File: src/rtl/rover_nav_sequencer.sv
// rtl/rover_nav_sequencer.sv - line-following rover navigation sequencer
// Sensor conditioning (2-FF sync + debounce) feeding one registered drive FSM.

module rover_nav_debounce #(
   parameter int             W               = 1,
   parameter int             DEBOUNCE_CYCLES = 4,
   parameter logic [W-1:0]   RST_VAL         = '0
) (
   input  logic         i_clk,
   input  logic         i_rst_n,
   input  logic [W-1:0] i_raw,
   output logic [W-1:0] o_filt
);
   localparam int            CW   = $clog2(DEBOUNCE_CYCLES + 1);
   localparam logic [CW-1:0] L_DB = CW'(DEBOUNCE_CYCLES);

   logic [W-1:0]  r_sync1;
   logic [W-1:0]  r_sync2;
   logic [W-1:0]  r_last;
   logic [W-1:0]  r_filt;
   logic [CW-1:0] r_run;
   logic [CW-1:0] w_run;

   // w_run counts consecutive identical synchronized samples, including this one
   always_comb begin
      w_run = CW'(1);
      if (r_sync2 == r_last)
         w_run = (r_run >= L_DB) ? L_DB : r_run + CW'(1);
   end

   always_ff @(posedge i_clk or negedge i_rst_n) begin
      if (!i_rst_n) begin
         r_sync1 <= RST_VAL;
         r_sync2 <= RST_VAL;
         r_last  <= RST_VAL;
         r_filt  <= RST_VAL;
         r_run   <= '0;
      end else begin
         r_sync1 <= i_raw;
         r_sync2 <= r_sync1;
         r_last  <= r_sync2;
         r_run   <= w_run;
         if (w_run >= L_DB)
            r_filt <= r_sync2;
      end
   end

   assign o_filt = r_filt;
endmodule

module rover_nav_sequencer #(
   parameter int DEBOUNCE_CYCLES = 4,
   parameter int TURN_MIN_CYCLES = 50000,
   parameter int TURN_TIMEOUT    = 2000000,
   parameter int CNT_W           = 22
) (
   input  logic       i_clk,
   input  logic       i_rst_n,
   input  logic [2:0] i_induct,
   input  logic       i_proxim,
   input  logic       i_red,
   output logic [3:0] o_motor_in,
   output logic [1:0] o_motor_en,
   output logic       o_branch_sel,
   output logic       o_cone_flag,
   output logic [2:0] o_state,
   output logic       o_fault
);
   typedef enum logic [2:0] {
      ST_STARTUP   = 3'd0,
      ST_FOLLOW    = 3'd1,
      ST_JUNCTION  = 3'd2,
      ST_SPIN_OFF  = 3'd3,
      ST_SPIN_SEEK = 3'd4,
      ST_FAULT     = 3'd5
   } state_t;

   localparam logic [3:0] C_FWD   = 4'b0110;
   localparam logic [3:0] C_LEFT  = 4'b1010;
   localparam logic [3:0] C_RIGHT = 4'b0101;
   localparam logic [3:0] C_STOP  = 4'b0000;

   localparam logic [CNT_W-1:0] L_START   = CNT_W'(DEBOUNCE_CYCLES + 1);
   localparam logic [CNT_W-1:0] L_MIN     = CNT_W'(TURN_MIN_CYCLES);
   localparam logic [CNT_W-1:0] L_TIMEOUT = CNT_W'(TURN_TIMEOUT);
   localparam logic [CNT_W-1:0] L_CNT_MAX = '1;

   logic [2:0]       w_induct_f;
   logic             w_prox_f;
   logic             w_red_f;

   state_t           r_state;
   logic [CNT_W-1:0] r_cnt;
   logic [3:0]       r_motor_in;
   logic [1:0]       r_motor_en;
   logic             r_branch;
   logic             r_cone;
   logic             r_fault;
   logic             r_red_q;
   logic             r_prox_q;

   logic             w_red_rise;
   logic             w_red_fall;
   logic             w_prox_rise;
   logic             w_br_next;
   logic [3:0]       w_br_code;
   logic [CNT_W-1:0] w_cnt_inc;
   logic             w_timeout;
   logic             w_fj;
   logic             w_start_spin;

   rover_nav_debounce #(.W(3), .DEBOUNCE_CYCLES(DEBOUNCE_CYCLES), .RST_VAL(3'b111)) u_db_induct (
      .i_clk(i_clk), .i_rst_n(i_rst_n), .i_raw(i_induct), .o_filt(w_induct_f));
   rover_nav_debounce #(.W(1), .DEBOUNCE_CYCLES(DEBOUNCE_CYCLES), .RST_VAL(1'b0)) u_db_proxim (
      .i_clk(i_clk), .i_rst_n(i_rst_n), .i_raw(i_proxim), .o_filt(w_prox_f));
   rover_nav_debounce #(.W(1), .DEBOUNCE_CYCLES(DEBOUNCE_CYCLES), .RST_VAL(1'b0)) u_db_red (
      .i_clk(i_clk), .i_rst_n(i_rst_n), .i_raw(i_red), .o_filt(w_red_f));

   assign w_red_rise   = w_red_f & ~r_red_q;
   assign w_red_fall   = ~w_red_f & r_red_q;
   assign w_prox_rise  = w_prox_f & ~r_prox_q;
   // Turns use the branch value after this cycle's red toggle
   assign w_br_next    = r_branch ^ w_red_rise;
   assign w_br_code    = w_br_next ? C_LEFT : C_RIGHT;
   assign w_cnt_inc    = (r_cnt == L_CNT_MAX) ? r_cnt : r_cnt + CNT_W'(1);
   assign w_timeout    = (w_cnt_inc >= L_TIMEOUT);
   assign w_fj         = (r_state == ST_FOLLOW) || (r_state == ST_JUNCTION);
   assign w_start_spin = w_fj && (w_prox_rise || (w_red_rise && r_cone));

   always_ff @(posedge i_clk or negedge i_rst_n) begin
      if (!i_rst_n) begin
         r_state    <= ST_STARTUP;
         r_cnt      <= '0;
         r_motor_in <= C_STOP;
         r_motor_en <= 2'b00;
         r_branch   <= 1'b0;
         r_cone     <= 1'b0;
         r_fault    <= 1'b0;
         r_red_q    <= 1'b0;
         r_prox_q   <= 1'b0;
      end else begin
         r_red_q  <= w_red_f;
         r_prox_q <= w_prox_f;
         if (r_state != ST_FAULT) begin
            r_branch <= w_br_next;
            if (w_fj && w_prox_rise)
               r_cone <= 1'b1;
            else if (w_red_fall)
               r_cone <= 1'b0;
         end
         case (r_state)
            ST_STARTUP: begin
               r_motor_in <= C_STOP;
               r_motor_en <= 2'b00;
               r_cnt      <= w_cnt_inc;
               if (r_cnt >= L_START) begin
                  r_state    <= ST_FOLLOW;
                  r_motor_en <= 2'b11;
                  r_cnt      <= '0;
               end
            end
            ST_FOLLOW: begin
               r_motor_en <= 2'b11;
               if (w_start_spin) begin
                  r_state    <= ST_SPIN_OFF;
                  r_cnt      <= '0;
                  r_motor_in <= w_br_code;
               end else begin
                  case (w_induct_f)
                     3'b101:         r_motor_in <= C_FWD;
                     3'b001, 3'b011: r_motor_in <= C_LEFT;
                     3'b100, 3'b110: r_motor_in <= C_RIGHT;
                     3'b000: begin
                        r_state    <= ST_JUNCTION;
                        r_cnt      <= '0;
                        r_motor_in <= w_br_code;
                     end
                     default:        r_motor_in <= r_motor_in;
                  endcase
               end
            end
            ST_JUNCTION, ST_SPIN_OFF, ST_SPIN_SEEK: begin
               r_motor_en <= 2'b11;
               r_motor_in <= w_br_code;
               r_cnt      <= w_cnt_inc;
               if (w_timeout) begin
                  r_state    <= ST_FAULT;
                  r_motor_in <= C_STOP;
                  r_motor_en <= 2'b00;
                  r_fault    <= 1'b1;
               end else if (w_start_spin) begin
                  r_state <= ST_SPIN_OFF;
                  r_cnt   <= '0;
               end else if (r_state == ST_JUNCTION) begin
                  if (w_induct_f == 3'b101 && r_cnt >= L_MIN) begin
                     r_state    <= ST_FOLLOW;
                     r_motor_in <= C_FWD;
                  end
               end else if (r_state == ST_SPIN_OFF) begin
                  if (w_induct_f == 3'b111 && r_cnt >= L_MIN)
                     r_state <= ST_SPIN_SEEK;
               end else if (w_induct_f == 3'b101) begin
                  r_state    <= ST_FOLLOW;
                  r_motor_in <= C_FWD;
               end
            end
            default: begin
               r_state    <= ST_FAULT;
               r_motor_in <= C_STOP;
               r_motor_en <= 2'b00;
               r_fault    <= 1'b1;
            end
         endcase
      end
   end

   assign o_motor_in   = r_motor_in;
   assign o_motor_en   = r_motor_en;
   assign o_branch_sel = r_branch;
   assign o_cone_flag  = r_cone;
   assign o_state      = r_state;
   assign o_fault      = r_fault;
endmodule

File: config.mk
export PLATFORM = sky130hd
export DESIGN_NAME = rover_nav_sequencer
export DESIGN_NICKNAME = d
export VERILOG_FILES = /design/src/rtl/rover_nav_sequencer.sv
export SDC_FILE = /design/constraint.sdc
export NUM_CORES = 1
export LEC_CHECK = 0
export CORE_UTILIZATION = 55
export CTS_CLUSTER_DIAMETER = 200
export DETAILED_ROUTE_END_ITERATION = 12
export PLACE_DENSITY = 0.74
export SETUP_SLACK_MARGIN = 0.1
export SLEW_MARGIN = 20
export SYNTH_ARGS = -nofsm -noshare
export SYNTH_HDL_FRONTEND = slang
export SYNTH_SLANG_ARGS = --single-unit
File: constraint.sdc
create_clock -name i_clk -period 2.98 [get_ports i_clk]
set_input_delay 0.447 -clock i_clk [delete_from_list [all_inputs] [get_ports i_clk]]
set_output_delay 0.447 -clock i_clk [all_outputs]
set_load 0.02 [all_outputs]
==> results.md <==
* Syn avg cell area at 9.43 um2
* Worst path slowest cell: or4_4
* Synth area leader: dfrtp_1
* Combinational Power Share at 35.0%
* Placed cell areas at 3850 um2
* Post-Layout Cell Count at 497
* Share of power burned in registers at 39.5%
* Grt ovf at 0
* Clock Path Buffers at 2
* Cell area after layout at 4310 um2
* CTS tree: done
* Vias in the first global route at 2880
* Worst-path cell chain: nand4_1, or4_4, or3_1, a211oi_2, o2111ai_2, and3_4, or4_1, o21ai_1
* Sw frac at 35.3%
* Top_reg_cell synth: dfrtp_1
* RD Place Congestion at 0.851
* Fill count at 441
* RSZ-0062 raised after global routing: no
* Die area at 6800 um2
* Worst path top cell family by delay: simple AND/OR/NAND/NOR gates
* Tot GR Track Use at 26.4%
* Largest fanout on the critical path at 5
* Number of remaining DRC errors at 0
* # H-tree levels at 3
* Most instantiated cells after synthesis: dfrtp_1 (52), nor2_1 (43), nand2_1 (27)
* Met2 usage at 40.3%
* Worst Setup Slack, final at 0.170 ns
* Yosys top cell area share at 36.5%
* Power per standard cell area at 729 nW/um2
* DRT iter0 DRCs at 320
* P_leak at 1.79 nW
* Period utilisation layout at 94.3%
* Core Box Area at 6100 um2
* Vias/cell at 6.47
* Clock Power Share at 25.5%
* Setup_tns at 0 ns
* Final setup viols at 0
* Post-DRT Antenna Nets at 0
* Core Rows at 28
* Root buf cell: clkbuf_8
* Fraction of layout cells with a size suffix above 1 at 23.5%
* Port Buf Inserts at 18
* Crit path DAT at 3.09 ns
* Post-Route Utilization at 70.8%
* Net count after synthesis at 395
* Req. time, crit path at 3.25 ns
* Buf/Inv on CP at 0
* Fin Clk Skew at 0.0116 ns
* Layout area overhead at 21.0%
* Global-route wire length before repair at 13500 um
* Final hold viol count at 0
* Maximum vdd drop at 0.540 mV
* EDFF count, synth at 0
* Async SR Flop Fraction at 100%
* #FFs+latches synth at 64
* Pre-CTS setup slack at 0.0938 ns
* Sink Count at 64
* Met3 Usage GRT at 5.05%
* Met1 global-route usage at 36.2%
* Int Pwr at 2.04 mW
* Max Fclk at 356 MHz
* Synth warn at 0
* Crit. Startpoint: r_cnt[4]$_DFFE_PN0P_
* Top cells by area, synth: dfrtp_1 (37%), dfstp_2 (8.8%), nor2_1 (4.5%), ha_1 (3.5%), a21oi_1 (3.1%)
* Crit path largest cell delay at 0.62 ns
* TritonCTS Buffers at 9
* Worst Hold Class: input port to asynchronous set/reset pin
* # IOs at 19
* Avg WL per Cell at 17.2 um
* Outcome: completed
* Fin crit period at 2.81 ns
* Slew Limit Headroom at 60.8%
* Cells after Synth at 378
* Via count at 3216
* Most common cell in the netlist: dfrtp_1
* Flop-to-flop setup slack at 0.17 ns
* R2R Path Start: r_cnt[4]$_DFFE_PN0P_
* DRT Wirelength at 8560 um
* Post-synthesis instance area at 3560 um2
* Starting Density at 58.5%
* Antenna cell count at 0
* Die Span Y at 82.5 um
* Nature of the critical path endpoint: flop
* DP HPWL at 5490 um
* Die width at 82.5 um
* Seq/Total Area, Yosys at 45.4%
* CTS hold repair buffers at 0
* CP Launch Type: flop
* Crit Path Class: flop to flop
* Worst-Margin Slew at 0.583 ns
* Clk slew on worst S/H paths at 0.08 ns
* # nets final at 434
* Clock insertion delay at the later pin of the skew report at 0.35 ns
* Reg2reg end: r_cnt[14]$_DFFE_PN0P_
* Synth cell types at 62
* Worst Reg-to-Reg Cells at 8
* Pin count of the biggest net entering global routing at 65
* Maxcap violations at 0
* Gr busiest metal: met2
* P_sw at 1.11 mW
* Drt first pass iters at 6
* Pins Over Slew Limit at 0
* Placed Instances at 465
* Initial antenna violation count at 0
-- cell families after synthesis --
group                      Yosys count  share of synthesized area (%)
AOI/OAI and AO/OA                   93                           18.0
xor gates and xnor gates            11                           2.70
adders and majority gates           11                           3.79
buffers and inverters               39                           5.16
DFF                                 64                           45.4
muxes                                9                           2.70
and+or+nand+nor                    151                           22.2
-- power groups by stage --
stage | sequential (mW) | clock, mW | combinational, mW
finish | 1.24 | 0.802 | 1.10
global route | 1.27 | 0.840 | 1.21
CTS | 1.22 | 0.812 | 1.02
detailed placement | 1.24 | 0 | 1.01
global placement | 1.22 | 0 | 0.985
floorplan | 1.24 | 0 | 0.661
-- metrics by stage --
step / hold WS (ns) / power, mW
after detailed placement: 0.342 / 2.25
final: 0.108 / 3.14
after global placement: 0.332 / 2.21
after global routing: 0.130 / 3.32
after CTS: 0.110 / 3.06
after floorplan: 0.151 / 1.90
-- metal layers --
metal / vias up / share of wire [%]
li1: 1456 / -
met1: 1546 / 45
met2: 184 / 45
met3: 30 / 7.2
met4: 0 / 2.7
met5: - / 0
-- how the worst max path moves through the flow --
stage	end	slack, ns	depth (start not counted)
floorplan	r_cnt[14]$_DFFE_PN0P_	0.36	9
global placement	r_cnt[14]$_DFFE_PN0P_	0.18	8
detailed placement	r_cnt[14]$_DFFE_PN0P_	0.09	8
CTS	r_cnt[14]$_DFFE_PN0P_	0.12	9
global route	o_state[0]$_DFFE_PN0P_	0.10	10
finish	r_cnt[14]$_DFFE_PN0P_	0.17	8
-- cell type report --
class / instances / area (um2) / area share [%]
flip-flops and latches: 64 / 1630 / 37.7
well taps: 75 / 93.8 / 2.18
clock inverters: 4 / 70.1 / 1.62
clock buffers: 12 / 135 / 3.13
repair buffers: 51 / 443 / 10.3
inverters: 16 / 60.1 / 1.39
multi-input cells: 275 / 1880 / 43.7
-- cells in the final DEF, fill, tap and decap left out, types with 4 or more instances in the layout --
cell type	Yosys	layout
clkdlybuf4s50_1	0	17
clkbuf_8	0	9
mux2_2	5	4
nor3b_1	5	5
a41oi_1	5	5
dfrtp_2	0	9
a21oi_1	22	22
xor2_1	4	4
or3_1	5	4
nor2_1	43	43
dfrtp_1	52	43
o211ai_1	4	4
ha_1	10	9
nor3_1	16	15
o21ai_0	18	17
o22ai_1	4	4
inv_1	16	16
o21bai_1	4	4
xnor2_1	7	7
buf_4	5	30
nand3_1	15	13
nor2b_1	5	5
nand4_1	7	7
dfstp_2	12	12
nand2_1	27	26
nor4_1	8	4
-- state kept, by name, summed over array words and instances, names as in the netlist, 3 cells and up --
| signal | flops |
|---|---|
| u_db_proxim.r_run | 3 |
| o_state | 3 |
| u_db_induct.r_last | 3 |
| o_motor_in | 4 |
| u_db_red.r_run | 3 |
| r_cnt | 22 |
| u_db_induct.r_sync1 | 3 |
| u_db_induct.o_filt | 3 |
| u_db_induct.r_sync2 | 3 |
| u_db_induct.r_run | 3 |
-- repair_timing --
action                                  4_1_cts  5_1_grt
pin swaps                                     1       10
endpoints found under the setup margin        1       25
buffers inserted                              2       14
cloned                                        0        0
endpoints found under the hold margin         0        0
resized for setup                             3       31
Power figures use the tool's default switching activity.
